===== src/rtl/hazard_control_unit.sv =====
// rtl/hazard_control_unit.sv - pipeline stall/flush controller; optional perf counters under HAZARD_PERF_COUNTER_EN
module hazard_control_unit #(
  parameter int TRAP_FLUSH_CYCLES = 2,
  parameter int CNT_WIDTH         = 32
) (
  input  logic                 clk,
  input  logic                 reset,
  input  logic [4:0]           ID_rs1,
  input  logic [4:0]           ID_rs2,
  input  logic                 ID_uses_rs1,
  input  logic                 ID_uses_rs2,
  input  logic [4:0]           EX_rd,
  input  logic                 EX_memory_read,
  input  logic                 EX_redirect,
  input  logic                 trap_taken,
  input  logic                 dmem_busy,
  output logic                 pc_stall,
  output logic                 IF_ID_stall,
  output logic                 ID_EX_stall,
  output logic                 EX_MEM_stall,
  output logic                 IF_ID_flush,
  output logic                 ID_EX_flush,
  output logic                 EX_MEM_flush,
  output logic [CNT_WIDTH-1:0] stall_cycle_count,
  output logic [CNT_WIDTH-1:0] flush_event_count
);

  typedef enum logic [1:0] {
    RUN        = 2'd0,
    MEM_WAIT   = 2'd1,
    TRAP_FLUSH = 2'd2
  } state_t;

  // Remaining TRAP_FLUSH cycles after the trap cycle itself
  localparam logic [3:0] RELOAD = 4'(TRAP_FLUSH_CYCLES - 1);

  state_t     state, next_state;
  logic [3:0] cnt, next_cnt;
  logic       load_use;

  assign load_use = EX_memory_read && (EX_rd != 5'd0) &&
                    ((ID_uses_rs1 && (EX_rd == ID_rs1)) ||
                     (ID_uses_rs2 && (EX_rd == ID_rs2)));

  // State and flush-counter register
  always_ff @(posedge clk) begin
    if (reset) begin
      state <= RUN;
      cnt   <= 4'd0;
    end else begin
      state <= next_state;
      cnt   <= next_cnt;
    end
  end

  // Mealy decode: MEM_WAIT shares RUN's priority chain, which already stalls on dmem_busy
  always_comb begin
    pc_stall     = 1'b0;
    IF_ID_stall  = 1'b0;
    ID_EX_stall  = 1'b0;
    EX_MEM_stall = 1'b0;
    IF_ID_flush  = 1'b0;
    ID_EX_flush  = 1'b0;
    EX_MEM_flush = 1'b0;
    next_state   = state;
    next_cnt     = cnt;
    if (reset) begin
      IF_ID_flush  = 1'b1;
      ID_EX_flush  = 1'b1;
      EX_MEM_flush = 1'b1;
      next_state   = RUN;
      next_cnt     = 4'd0;
    end else begin
      case (state)
        TRAP_FLUSH: begin
          IF_ID_flush  = 1'b1;
          ID_EX_flush  = 1'b1;
          EX_MEM_flush = 1'b1;
          if (trap_taken) begin
            next_cnt   = RELOAD;
            next_state = (RELOAD == 4'd0) ? RUN : TRAP_FLUSH;
          end else if (cnt <= 4'd1) begin
            next_cnt   = 4'd0;
            next_state = RUN;
          end else begin
            next_cnt   = cnt - 4'd1;
          end
        end
        default: begin
          next_state = RUN;
          if (trap_taken) begin
            IF_ID_flush  = 1'b1;
            ID_EX_flush  = 1'b1;
            EX_MEM_flush = 1'b1;
            next_cnt     = RELOAD;
            next_state   = (RELOAD == 4'd0) ? RUN : TRAP_FLUSH;
          end else if (dmem_busy) begin
            pc_stall     = 1'b1;
            IF_ID_stall  = 1'b1;
            ID_EX_stall  = 1'b1;
            EX_MEM_stall = 1'b1;
            next_state   = MEM_WAIT;
          end else if (EX_redirect) begin
            IF_ID_flush  = 1'b1;
            ID_EX_flush  = 1'b1;
          end else if (load_use) begin
            pc_stall     = 1'b1;
            IF_ID_stall  = 1'b1;
            ID_EX_flush  = 1'b1;
          end
        end
      endcase
    end
  end

`ifdef HAZARD_PERF_COUNTER_EN
  logic                 flush_event;
  logic [CNT_WIDTH-1:0] stall_q, flush_q;

  // A counted flush event is a trap accepted outside TRAP_FLUSH or a redirect that wins priority
  assign flush_event = !reset && (state != TRAP_FLUSH) &&
                       (trap_taken || (!dmem_busy && EX_redirect));

  // Saturating performance counters
  always_ff @(posedge clk) begin
    if (reset) begin
      stall_q <= '0;
      flush_q <= '0;
    end else begin
      if (pc_stall && (stall_q != '1)) stall_q <= stall_q + 1'b1;
      if (flush_event && (flush_q != '1)) flush_q <= flush_q + 1'b1;
    end
  end

  assign stall_cycle_count = stall_q;
  assign flush_event_count = flush_q;
`else
  assign stall_cycle_count = '0;
  assign flush_event_count = '0;
`endif

endmodule


===== config.mk =====
export PLATFORM = sky130hd
export DESIGN_NAME = hazard_control_unit
export DESIGN_NICKNAME = d
export VERILOG_FILES = /design/src/rtl/hazard_control_unit.sv
export SDC_FILE = /design/constraint.sdc
export NUM_CORES = 1
export LEC_CHECK = 0
export CORE_MARGIN = 10
export CORE_UTILIZATION = 27
export DETAILED_ROUTE_END_ITERATION = 16
export PLACE_DENSITY = 0.81
export SLEW_MARGIN = 20
export SYNTH_ARGS = -nofsm -noshare
export SYNTH_HDL_FRONTEND = slang
export SYNTH_SLANG_ARGS = --single-unit

===== constraint.sdc =====
create_clock -name clk -period 1.4 [get_ports clk]
set_input_delay 0.28 -clock clk [delete_from_list [all_inputs] [get_ports clk]]
set_output_delay 0.28 -clock clk [all_outputs]
set_load 0.02 [all_outputs]

# --- Word-level counts from Yosys, hierarchy flattened ---
# Cells that the tools add are included.
totals:
  ff_bits: 6
  inputBits: 23
  out_inout_bits: 71
  word_cells: 47
op_classes:
  add_sub_neg: 1
  order_cmp: 1
  n_eq_ne: 4
  n_mux: 32
  n_reduce_logical: 7
op_table:
  columns: ["operator", "n"]
  rows:
  - ["1-bit two-way mux", 24]
  - ["4-bit two-way mux", 4]
  - ["5-bit equality test", 2]
  - ["2-bit two-way mux", 4]
  - ["5-bit nonzero test", 1]
  - ["4-bit by 1-bit <= comparator with 1-bit output, second input constant", 1]
  - ["1-bit logical AND", 4]
  - ["4-bit by 1-bit subtractor with 4-bit output, second input constant", 1]
  - ["3-bit inequality test, second input constant", 1]
  - ["2-bit equality test, second input constant", 1]
  - ["2-bit nonzero test", 1]
  - ["1-bit logical OR", 1]

# --- Logic depth before layout (Yosys ltp) ---
depth:
  depth_word: 10
  mapped_depth: 7
  mapped_depth_nobuf: 6

# --- Worst setup path after synthesis ---
# No wires, ideal clock.
synth_path:
  path_kind: "register to output"
  from: "reg state[1]"
  to: "out pc_stall"
  arrival_ns: 1.679
  t_required_ns: 1.120
  slack_ns: -0.559
  path_stages_with_launch: 8
  n_path_buf: 2
  cell_sequence: "dfxtp_1 -> nor2b_4 -> nand2b_1 -> buf_2 -> a21oi_2 -> inv_1 -> o32ai_2 -> buf_4"
synth_via:
  elab_chain_cells: 3
synth_rtl:
  columns: ["item", "line_no", "rtl"]
  rows:
  - ["from (decl)", "37", "state_t state, next_state;"]
  - ["from (signal assigned)", "51", "state <= next_state;"]
  - ["2-bit equality test", null, null]
  - ["1-bit two-way mux (2 in a row)", null, null]
  - ["to (decl)", "17", "output logic pc_stall,"]
# No other way between the ends.

# --- Worst setup path after layout ---
layout_path:
  from: "in EX_rd[1]"
  to: "out IF_ID_stall"
layout_via:
  elab_chain_cells: 10
  word_cells_on_any_way: 14
  classes_between: "eq/ne: 2; mux: 6; reduce/logical: 6"
layout_rtl:
  columns: ["item", "line_no", "rtl"]
  rows:
  - ["from (decl)", "12", "input logic [4:0] EX_rd,"]
  - ["5-bit equality test (on tied branches)", "42, 43", null]
  - ["1-bit logical AND (on tied branches)", "42, 43", null]
  - ["1-bit logical OR", "42", "((ID_uses_rs1 && (EX_rd == ID_rs1)) ||"]
  - ["1-bit logical AND (*)", "41", "assign load_use = EX_memory_read && (EX_rd != 5'd0) &&"]
  - ["1-bit two-way mux (*)", "106", "end else if (load_use) begin"]
  - ["1-bit two-way mux (*)", "103", "end else if (EX_redirect) begin"]
  - ["1-bit two-way mux (*)", "97", "end else if (dmem_busy) begin"]
  - ["1-bit two-way mux (*)", "91", "if (trap_taken) begin"]
  - ["1-bit two-way mux (*)", "74", "case (state)"]
  - ["1-bit two-way mux (*)", "67", "if (reset) begin"]
  - ["to (decl)", "18", "output logic IF_ID_stall,"]
# Every way passes the cells marked *; elsewhere a longest branch is shown, timed or not.

==> impl_metrics.yaml <==
pwr:
  vdd_drop_max_mv: 0.316
  p_total_w: 0.000758
  leakagePower_nw: 0.663
  p_per_area_nw_per_um2: 581
floorplan:
  fp.dieW_um: 79.6
  rows: 21
  die_h_um: 79.6
  dieArea_um2: 6330
  start_util_pct: 28.3
  io_pins: 94
  coreArea_um2: 3390
route:
  drc_errors: 0
  ant_nets: 0
  drt_iter0_drc: 4
  detail_route.first_pass.iterations: 2
  avgRoutedWirePerCell_um: 12.2
  drt_wl_total_mm: 2.59
  num_vias: 738
  avgViaCountPerCell: 3.46
sta:
  setup_violations: 7
  hold_slack_ps: 494
  layout_setup_ws_ps: -421
  fmax_mhz: 549
  skew_ps: 2.12
  hold_viol: 0
  min_period_ps: 1820
  finalCritPeriodShare_pct: 130
  drv_slew: 0
  rsz0062_at_grt: "yes"
worst_setup_path:
  regToRegEndpoint: "cnt[2]$_SDFFE_PP0P_"
  start_kind: "primary input"
  worstPathCellList: "buf_8 > xor2_2 > nor4_2 > a32oi_2 > o32ai_4 > buf_6"
  crit_type: "primary input to output port"
  crit_cells: 6
  reg2reg_depth: 6
  crit_fanout: 3
  endpoint_kind: "output port"
  cp.required_ps: 1120
  cp-startpoint: "EX_rd[1]"
  critPathMaxStageDelay_ps: 330
  cp.arrival_ps: 1540
  rrSetupSlack_ps: 110
  path_buf_inv: 2
  cpMaxStageDelayCell: "o32ai_4"
  crit_end: "IF_ID_stall"
  r2r-start: "cnt[1]$_SDFFE_PP0P_"
  critical-path-top-delay-family: "compound AO/OA/AOI/OAI gates"
synthesis:
  synth_top_area_cell: "buf_4"
  synth-edff-count: 0
  yosysWarnings: 0
  ys_seq_area_share_pct: 12.5
  ys_top_cells_by_area: "buf_4 52%, dfxtp_1 13%, xor2_1 7.3%"
  ys.flop_type: "dfxtp_1"
  synthArstFlopShare_pct: 0
  synth_most_common_cell: "buf_4"
  avgSynthCellArea_um2: 7.92
  synth_top_area_share_pct: 51.7
  synthDistinctLibCells: 29
  syn_inst: 121
  synthTopCellsByCount: "66 x buf_4, 8 x xor2_1, 6 x dfxtp_1, 6 x inv_1, 6 x nor2_1"
  synth_seq_cells: 6
  netlist_area_um2: 958
cells_and_area:
  fin_cells: 213
  diodes: 0
  drive_gt1_share_pct: 34.7
  synthToLayoutAreaGrowth_pct: 36.2
  fillCellCount: 359
  fin_nets: 194
  postLayoutCellArea_um2: 1310
clocking:
  cts.sinks: 6
  clkSlewWorstSetupHoldPaths_ps: 50
  htree_levels: 1
  cts_tree: "built"
  numCtsBuffers: 3
  clock_latency_ps: 250
  cts_buffer_depth: 2
  clock-root-buffer: "clkbuf_4"
  cts_hold_buf: 0
placement:
  dpl_cell_area_um2: 1170
  dpl.cell_count: 206
  gp_congestion: 0.858
  place_hpwl_mm: 2.21
  io_buffers: 29
global_routing:
  grt_pass1_vias: 820
  grt_overflow: 0
  grt_pass1_wl_mm: 3.66
  grt_usage_pct: 7.02
  antenna_found_initial: 0
  grt_max_degree: 6
run:
  max_cap_violations: 0
status:
  run_status: "complete, but fails checks"
  violations: "setup timing"
worst_hold_path:
  hp-class: "primary input to register"
  min_path_cells: 3
report_power, final:
part           switching, W  internal, W  total (W)
Sequential       0.00000476     0.000178   0.000183
Clock             0.0000681    0.0000974   0.000165
Combinational      0.000266     0.000143   0.000410
layer usage:
layer,wire (um),vias up,global-route usage [%]
met5,0,-,0
met4,44,0,3.76
met3,294,4,2.82
met2,1360,53,12.5
met1,889,332,6.81
li1,-,349,-
cells in the final DEF (no fill, tap or decap), types with 2 or more instances in the layout:
cell,count
buf_4,12
inv_2,4
conb_1,64
dfxtp_1,6
buf_2,3
clkdlybuf4s15_1,3
nor2_4,2
clkbuf_4,3
xor2_1,7
dlygate4sd2_1,4
o22ai_1,2
inv_1,2
buf_6,14
nor4_2,2
xnor2_1,2
clkdlybuf4s50_1,4
nor2_1,4
clkbuf_2,5
final cells by class:
| type | instances | area, um2 | share of cell area [%] |
|---|---|---|---|
| sequential | 6 | 120 | 9.20 |
| clock buffer | 3 | 22.5 | 1.73 |
| tap | 46 | 57.6 | 4.41 |
| multi-input combinational | 105 | 662 | 50.7 |
| inverter | 6 | 22.5 | 1.73 |
| timing repair buffer | 47 | 420 | 32.2 |
worst min-delay path by stage:
stage | from | end
after floorplan | reset | cnt[0]$_SDFFE_PP0P_
after global placement | cnt[3]$_SDFFE_PP0P_ | cnt[3]$_SDFFE_PP0P_
after detailed placement | cnt[3]$_SDFFE_PP0P_ | cnt[3]$_SDFFE_PP0P_
after CTS | reset | cnt[0]$_SDFFE_PP0P_
after global routing | reset | state[1]$_SDFFE_PP0P_
final | reset | cnt[0]$_SDFFE_PP0P_
cell families (layout without fill, tap and decap cells):
logic type | after synthesis | count (layout) | synth area share [%]
compound gates | 13 | 13 | 10.3
other cells | 1 | 64 | 0.391
buf+inv | 73 | 56 | 54.6
fa+ha+maj | 2 | 2 | 2.61
simple gates | 15 | 15 | 9.53
xor+xnor | 11 | 11 | 10.1
flops | 6 | 6 | 12.5
sequential cells by signal, summed over array words and instances (netlist names):
signal / count
state: 2
cnt: 4
worst min-delay path, stage by stage:
cell and delay [ps]:
dlygate4sd2_1 250, buf_4 130, a21oi_1 30
through the flow:
stage          TNS [ps]  utilization [%]  setup slack (ps)
2_1_floorplan      -889                -              -326
3_3_place_gp      -7220             34.6             -1290
6_report          -1620             38.5              -421
5_1_grt           -1960             38.5              -478
3_5_place_dp      -7390             34.6             -1290
4_1_cts           -1760             37.3              -434
repair_timing:
| action | 4_1_cts | 5_1_grt |
|---|---|---|
| hold endpoints to repair | 0 | 0 |
| gates resized for setup | 98 | 21 |
| endpoints found under the setup margin | 8 | 9 |
| pin swaps | 15 | 14 |
| gates cloned | 0 | 0 |
| setup buffers | 4 | 1 |
Note: power is estimated with default switching activity, not from simulation.
